### config.mk
export PLATFORM = sky130hd
export DESIGN_NAME = mips_ctrl_seq
export DESIGN_NICKNAME = d
export VERILOG_FILES = /design/src/rtl/mips_ctrl_seq.sv
export SDC_FILE = /design/constraint.sdc
export NUM_CORES = 1
export LEC_CHECK = 0
export ABC_AREA = 0
export ABC_CLOCK_PERIOD_IN_PS = 5900
export BUFFER_PORTS_ARGS = -buffer_cell sky130_fd_sc_hd__buf_2
export CAP_MARGIN = 40
export CORE_MARGIN = 2
export CORE_UTILIZATION = 57
export CTS_BUF_LIST = sky130_fd_sc_hd__clkbuf_4 sky130_fd_sc_hd__clkbuf_8 sky130_fd_sc_hd__clkbuf_16
export DETAILED_ROUTE_END_ITERATION = 8
export PLACE_DENSITY = 0.85
export SETUP_SLACK_MARGIN = 0.02
export SLEW_MARGIN = 20
export SYNTH_ARGS = -nofsm -noshare
export SYNTH_HDL_FRONTEND = slang
export SYNTH_SLANG_ARGS = --single-unit
### constraint.sdc
create_clock -name clk -period 5.9 [get_ports clk]
set_input_delay 1.18 -clock clk [delete_from_list [all_inputs] [get_ports clk]]
set_output_delay 1.18 -clock clk [all_outputs]
set_load 0.01 [all_outputs]
### src/rtl/mips_ctrl_seq.sv
// Registered MIPS decode/control unit: ID decode into an ID/EX control register with
// hold/bubble, syscall handshake FSM toward the DMA with timeout, sticky halt, illegal flag.
module mips_ctrl_seq #(
   parameter int ALUOP_W     = 4,
   parameter int CNT_W       = 8,
   parameter int SYS_TIMEOUT = 255
) (
   input  logic               clk,
   input  logic               rst,
   input  logic               instr_valid,
   input  logic [5:0]         opcode,
   input  logic [5:0]         func,
   input  logic               ex_stall,
   input  logic               flush_in,
   input  logic               dma_ack,
   output logic               if_flush,
   output logic               ctrl_valid,
   output logic               reg_dest,
   output logic               mem_read,
   output logic               mem_to_reg,
   output logic               mem_write,
   output logic               alu_src,
   output logic               reg_write,
   output logic               branch,
   output logic               branch_not,
   output logic               jump,
   output logic               jump_r,
   output logic               jal,
   output logic [ALUOP_W-1:0] alu_op,
   output logic               stall_out,
   output logic               dma_req,
   output logic               halted,
   output logic               illegal,
   output logic               sys_timeout
);

   localparam logic [5:0] OP_RTYPE = 6'd0;
   localparam logic [5:0] OP_J     = 6'd2;
   localparam logic [5:0] OP_JAL   = 6'd3;
   localparam logic [5:0] OP_BEQ   = 6'd4;
   localparam logic [5:0] OP_BNE   = 6'd5;
   localparam logic [5:0] OP_ADDI  = 6'd8;
   localparam logic [5:0] OP_SLTI  = 6'd10;
   localparam logic [5:0] OP_ANDI  = 6'd12;
   localparam logic [5:0] OP_ORI   = 6'd13;
   localparam logic [5:0] OP_XORI  = 6'd14;
   localparam logic [5:0] OP_LUI   = 6'd15;
   localparam logic [5:0] OP_LB    = 6'd32;
   localparam logic [5:0] OP_LW    = 6'd35;
   localparam logic [5:0] OP_SW    = 6'd43;
   localparam logic [5:0] OP_SYS   = 6'd62;
   localparam logic [5:0] OP_HALT  = 6'd63;
   localparam logic [5:0] FN_JR    = 6'd8;

   localparam bit         TO_EN    = (SYS_TIMEOUT != 0);
   localparam logic [CNT_W-1:0] TO_LAST = CNT_W'(SYS_TIMEOUT - 1);

   typedef enum logic [1:0] {S_RUN, S_SYS_WAIT, S_HALT} state_t;

   typedef struct packed {
      logic               reg_dest;
      logic               mem_read;
      logic               mem_to_reg;
      logic               mem_write;
      logic               alu_src;
      logic               reg_write;
      logic               branch;
      logic               branch_not;
      logic               jump;
      logic               jump_r;
      logic               jal;
      logic [ALUOP_W-1:0] alu_op;
   } ctrl_t;

   state_t             r_state, w_state_nxt;
   logic [CNT_W-1:0]   r_cnt, w_cnt_nxt;
   ctrl_t              r_ctrl, w_dec;
   logic               r_valid;
   logic               r_illegal, r_sys_timeout;
   logic               w_is_sys, w_is_halt, w_is_ill;
   logic               w_accept, w_timeout;

   // NOTE: every signal gets a default before the case so no path leaves it unassigned (no latches).
   always_comb begin
      w_dec     = '0;
      w_is_sys  = 1'b0;
      w_is_halt = 1'b0;
      w_is_ill  = 1'b0;
      case (opcode)
         OP_RTYPE: begin
            w_dec.reg_dest = 1'b1;
            if (func == FN_JR) w_dec.jump_r    = 1'b1;
            else               w_dec.reg_write = 1'b1;
         end
         OP_LW, OP_LB: begin
            w_dec.mem_read   = 1'b1;
            w_dec.mem_to_reg = 1'b1;
            w_dec.alu_src    = 1'b1;
            w_dec.reg_write  = 1'b1;
            w_dec.alu_op     = ALUOP_W'(2);
         end
         OP_SW: begin
            w_dec.mem_write = 1'b1;
            w_dec.alu_src   = 1'b1;
            w_dec.alu_op    = ALUOP_W'(2);
         end
         OP_BEQ: begin
            w_dec.branch = 1'b1;
            w_dec.alu_op = ALUOP_W'(6);
         end
         OP_BNE: begin
            w_dec.branch_not = 1'b1;
            w_dec.alu_op     = ALUOP_W'(6);
         end
         OP_J:   w_dec.jump = 1'b1;
         OP_JAL: begin
            w_dec.jal       = 1'b1;
            w_dec.reg_write = 1'b1;
            w_dec.reg_dest  = 1'b1;
         end
         OP_ADDI, OP_ANDI, OP_ORI, OP_XORI, OP_SLTI, OP_LUI: begin
            w_dec.alu_src   = 1'b1;
            w_dec.reg_write = 1'b1;
            case (opcode)
               OP_ADDI: w_dec.alu_op = ALUOP_W'(2);
               OP_ORI:  w_dec.alu_op = ALUOP_W'(1);
               OP_XORI: w_dec.alu_op = ALUOP_W'(13);
               OP_SLTI: w_dec.alu_op = ALUOP_W'(7);
               OP_LUI:  w_dec.alu_op = ALUOP_W'(14);
               default: w_dec.alu_op = ALUOP_W'(0);
            endcase
         end
         OP_SYS:  w_is_sys  = 1'b1;
         OP_HALT: w_is_halt = 1'b1;
         default: w_is_ill  = 1'b1;
      endcase
   end

   assign w_accept = (r_state == S_RUN) & instr_valid & ~ex_stall & ~flush_in;
   assign if_flush = instr_valid & (r_state == S_RUN) &
                     (w_dec.jump | w_dec.jump_r | w_dec.branch | w_dec.branch_not);

   always_comb begin
      w_state_nxt = r_state;
      w_cnt_nxt   = r_cnt;
      w_timeout   = 1'b0;
      case (r_state)
         S_RUN: begin
            if (w_accept && w_is_sys) begin
               w_state_nxt = S_SYS_WAIT;
               w_cnt_nxt   = '0;
            end else if (w_accept && w_is_halt) begin
               w_state_nxt = S_HALT;
            end
         end
         S_SYS_WAIT: begin
            // An ack in the same cycle as the last timeout cycle completes the syscall normally.
            if (dma_ack) begin
               w_state_nxt = S_RUN;
            end else if (TO_EN && r_cnt == TO_LAST) begin
               w_state_nxt = S_RUN;
               w_timeout   = 1'b1;
            end else begin
               w_cnt_nxt = r_cnt + CNT_W'(1);
            end
         end
         S_HALT:  w_state_nxt = S_HALT;
         default: w_state_nxt = S_RUN;
      endcase
   end

   // NOTE: sequential state uses non-blocking assignments so all registers update from pre-edge values.
   always_ff @(posedge clk or posedge rst) begin
      if (rst) begin
         r_state       <= S_RUN;
         r_cnt         <= '0;
         r_illegal     <= 1'b0;
         r_sys_timeout <= 1'b0;
      end else begin
         r_state       <= w_state_nxt;
         r_cnt         <= w_cnt_nxt;
         r_illegal     <= w_accept & w_is_ill;
         r_sys_timeout <= w_timeout;
      end
   end

   // ID/EX: flush beats stall; anything not a normal accepted instruction becomes a bubble.
   always_ff @(posedge clk or posedge rst) begin
      if (rst) begin
         r_ctrl  <= '0;
         r_valid <= 1'b0;
      end else if (flush_in) begin
         r_ctrl  <= '0;
         r_valid <= 1'b0;
      end else if (!ex_stall) begin
         if (w_accept && !w_is_sys && !w_is_halt && !w_is_ill) begin
            r_ctrl  <= w_dec;
            r_valid <= 1'b1;
         end else begin
            r_ctrl  <= '0;
            r_valid <= 1'b0;
         end
      end
   end

   assign ctrl_valid  = r_valid;
   assign reg_dest    = r_ctrl.reg_dest;
   assign mem_read    = r_ctrl.mem_read;
   assign mem_to_reg  = r_ctrl.mem_to_reg;
   assign mem_write   = r_ctrl.mem_write;
   assign alu_src     = r_ctrl.alu_src;
   assign reg_write   = r_ctrl.reg_write;
   assign branch      = r_ctrl.branch;
   assign branch_not  = r_ctrl.branch_not;
   assign jump        = r_ctrl.jump;
   assign jump_r      = r_ctrl.jump_r;
   assign jal         = r_ctrl.jal;
   assign alu_op      = r_ctrl.alu_op;
   assign stall_out   = (r_state == S_SYS_WAIT) | (r_state == S_HALT);
   assign dma_req     = (r_state == S_SYS_WAIT);
   assign halted      = (r_state == S_HALT);
   assign illegal     = r_illegal;
   assign sys_timeout = r_sys_timeout;

endmodule

==> impl_results.md <==
- Critical path startpoint category: primary input
- Hold crit path type: flip-flop to flip-flop
- Worst path max stage delay: 0.29 ns
- Largest cells by area after synthesis: dfrtp_1 42%, nand2_1 6.8%, o21ai_0 4.3%, ha_1 3.9%, nand3_1 2.8%
- Cell family with most CP delay: simple AND/OR/NAND/NOR gates
- Root Buffer Master: clkbuf_4
- Hold buffers post-CTS: 0
- # rows: 19
- Hold wc startpoint: mem_read
- Fin. Hold Viols: 0
- Most instantiated library cell after synthesis: nand2_1
- GPL Wtd Cong: 0.797
- Final #Nets: 233
- Worst Setup End Kind: output pin
- CP Buf/Inv Count: 2
- Layout cells sized above 1: 25.8%
- Initial DRC Count: 53
- Die span in y: 57.2 microns
- Leak Pwr: 0.887 nW
- Initial antenna violation count: 0
- Port Buffers: 39
- Wirelength per Cell: 14.3 microns
- Core Area: 2710 sq um
- Post-route ant nets: 0
- Grt ovf: 0
- Critical Path Start: func[2]
- Worst EP arrival: 2.43 ns
- # diodes: 0
- Clk sinks: 27
- Initial Utilization: 59.5%
- Crit Path Class: primary input to output pin
- Most frequent cells after synthesis: 29 x nand2_1, 27 x dfrtp_1, 14 x o21ai_0
- DP HPWL: 2.80 mm
- TNS Setup: 0 ns
- Worst-path clk slew: 0.13 ns
- Period utilisation layout: 61.1%
- Setup bufs post-CTS: 0
- RSZ-0062 raised after global routing: false
- Synth unique cells: 49
- Clk buf depth: 2
- Synth Register Bits: 27
- Minimum clock period: 3.61 ns
- Worst Path Required: 4.72 ns
- Ordered list of cells on the worst path: buf_2 -> nor4b_1 -> nand2_1 -> a21oi_1 -> nor2_1 -> nor4b_1 -> buf_2
- Worst-Margin Slew: 0.674 ns
- Area leader, netlist: dfrtp_1
- Vias in the first global route: 1332
- Number of vias per cell: 5.95
- Final WL: 3.44 mm
- Critical path peak fanout: 3
- Synth-to-layout area growth: 14.8%
- Area of the multi-input gates: 853 sq um
- Top cell type's share of synthesized area: 41.9%
- Top_reg_cell synth: dfrtp_1
- Die Area: 3270 sq um
- Fillers: 236
- Drt pass-1 iters: 4
- Cells after Synth: 172
- Slew HR: 55.1%
- Syn Nets: 195
- Post-cts sizing count: 0
- Syn_area_per_cell: 9.37 sq um
- Status: complete, no violations
- Final Max Tran Viols: 0
- Drt drc: 0
- Worst IR drop on VDD: 129 uV
- CTS tree: done
- Die X: 57.2 microns
- Power Density: 189 nW/um^2
- Synth Cell Area: 1610 sq um
- First-pass GRT wire length: 5.85 mm
- Top Ports: 40
- Clk_lat worst skew: 0.32 ns
- Area post-placement: 1820 sq um
- Slowest cell on crit path: nor4b_1
- H-tree levels: 1
- Register area: 676 sq um
- CTS buffer count: 3
- Largest net degree at the start of global routing: 17
- Synth warn: 0
- Post-synth EDFFs: 0
- Finished Cell Area: 1850 sq um
- All-Layer GR Usage: 22.9%
- Routed via count: 1428
- Setup violations, final: 0
- Max-Cap Viols: 0
- Total power: 0.000350 W
- Worst hold slack: 0.493 ns
- Post-synth ARST share: 100%
- FMAX: 277 MHz
- Reg-to-reg critical path startpoint: r_state[1]
- Register area share after synthesis: 41.9%
- Worst Clk Skew: 0.00477 ns
metrics by stage:
step,cells,setup slack [ns],util (%)
floorplan,172,2.48,-
global placement,234,2.32,65.9
detailed placement,236,2.30,67.2
CTS,240,2.28,68.3
global route,240,2.12,68.3
finish,240,2.29,68.3
flip-flops by register name (all words and copies together) (netlist names):
name         cells
illegal          1
branch_not       1
branch           1
jump             1
mem_write        1
jal              1
jump_r           1
reg_dest         1
ctrl_valid       1
alu_src          1
alu_op           4
reg_write        1
r_state          2
r_cnt            8
sys_timeout      1
mem_read         1
layout make-up:
type                            count  area share (%)
Timing Repair Buffer               41            12.4
Inverter                            6            1.22
Sequential cell                    27            36.5
Clock buffer                        4            1.62
Multi-Input combinational cell    131            46.1
Tap cell                           31            2.10
tightest hold or removal path, cell delays in order, from the launching register on:
cell and delay (ns):
dfrtp_1 0.38, nand2_1 0.05, nand2_1 0.05
logic make-up (layout without fill, tap and decap cells):
logic type,Yosys count,after routing,share of synthesized area (%)
AOI/OAI and AO/OA,51,51,24.3
adders and majority gates,5,5,3.88
buffers and inverters,14,51,5.12
DFF,27,27,41.9
muxes,1,1,0.621
and+or+nand+nor,74,74,24.1
layout by cell type, fill, tap and decap left out, types with 2 or more instances in the layout:
master     n
o21bai_1   2
nand3_1    9
dfrtp_1   27
o21a_1     2
nand2_1   29
nand4_1    2
nor2_1    11
a21boi_0   2
ha_1       5
nor2b_1    4
a32o_1     2
o31ai_2    2
o211ai_1   4
nor4b_1    2
buf_2     39
inv_1      6
a21oi_1    7
o21ai_0   14
a22o_1     2
clkbuf_4   4
or4_1      2
nand2b_1   4
per-layer routing:
layer,GRT usage [%],vias to the layer above,share of wire [%]
li1,-,707,-
met1,31.0,671,45
met2,37.1,43,48
met3,3.63,7,4.8
met4,8.97,0,1.7
met5,0,-,0
final timing paths:
path | to | slack (ns) | cells after the start
worst max-delay path | if_flush | 2.29 | 7
worst min-delay path | mem_read | 0.49 | 2
worst max register to register | r_cnt[6] | 3.51 | 7
worst min register to register | mem_read | 0.49 | 2
max in group asynchronous | alu_op[0] | 4.59 | 3
min in group asynchronous | mem_read | 0.86 | 2
report_power, final:
group | switching [W] | internal [W] | total (W)
registers | 0.00000213 | 0.000188 | 0.000190
logic | 0.0000474 | 0.0000285 | 0.0000759
clock network | 0.0000526 | 0.0000311 | 0.0000837
Power figures use the tool's default switching activity.
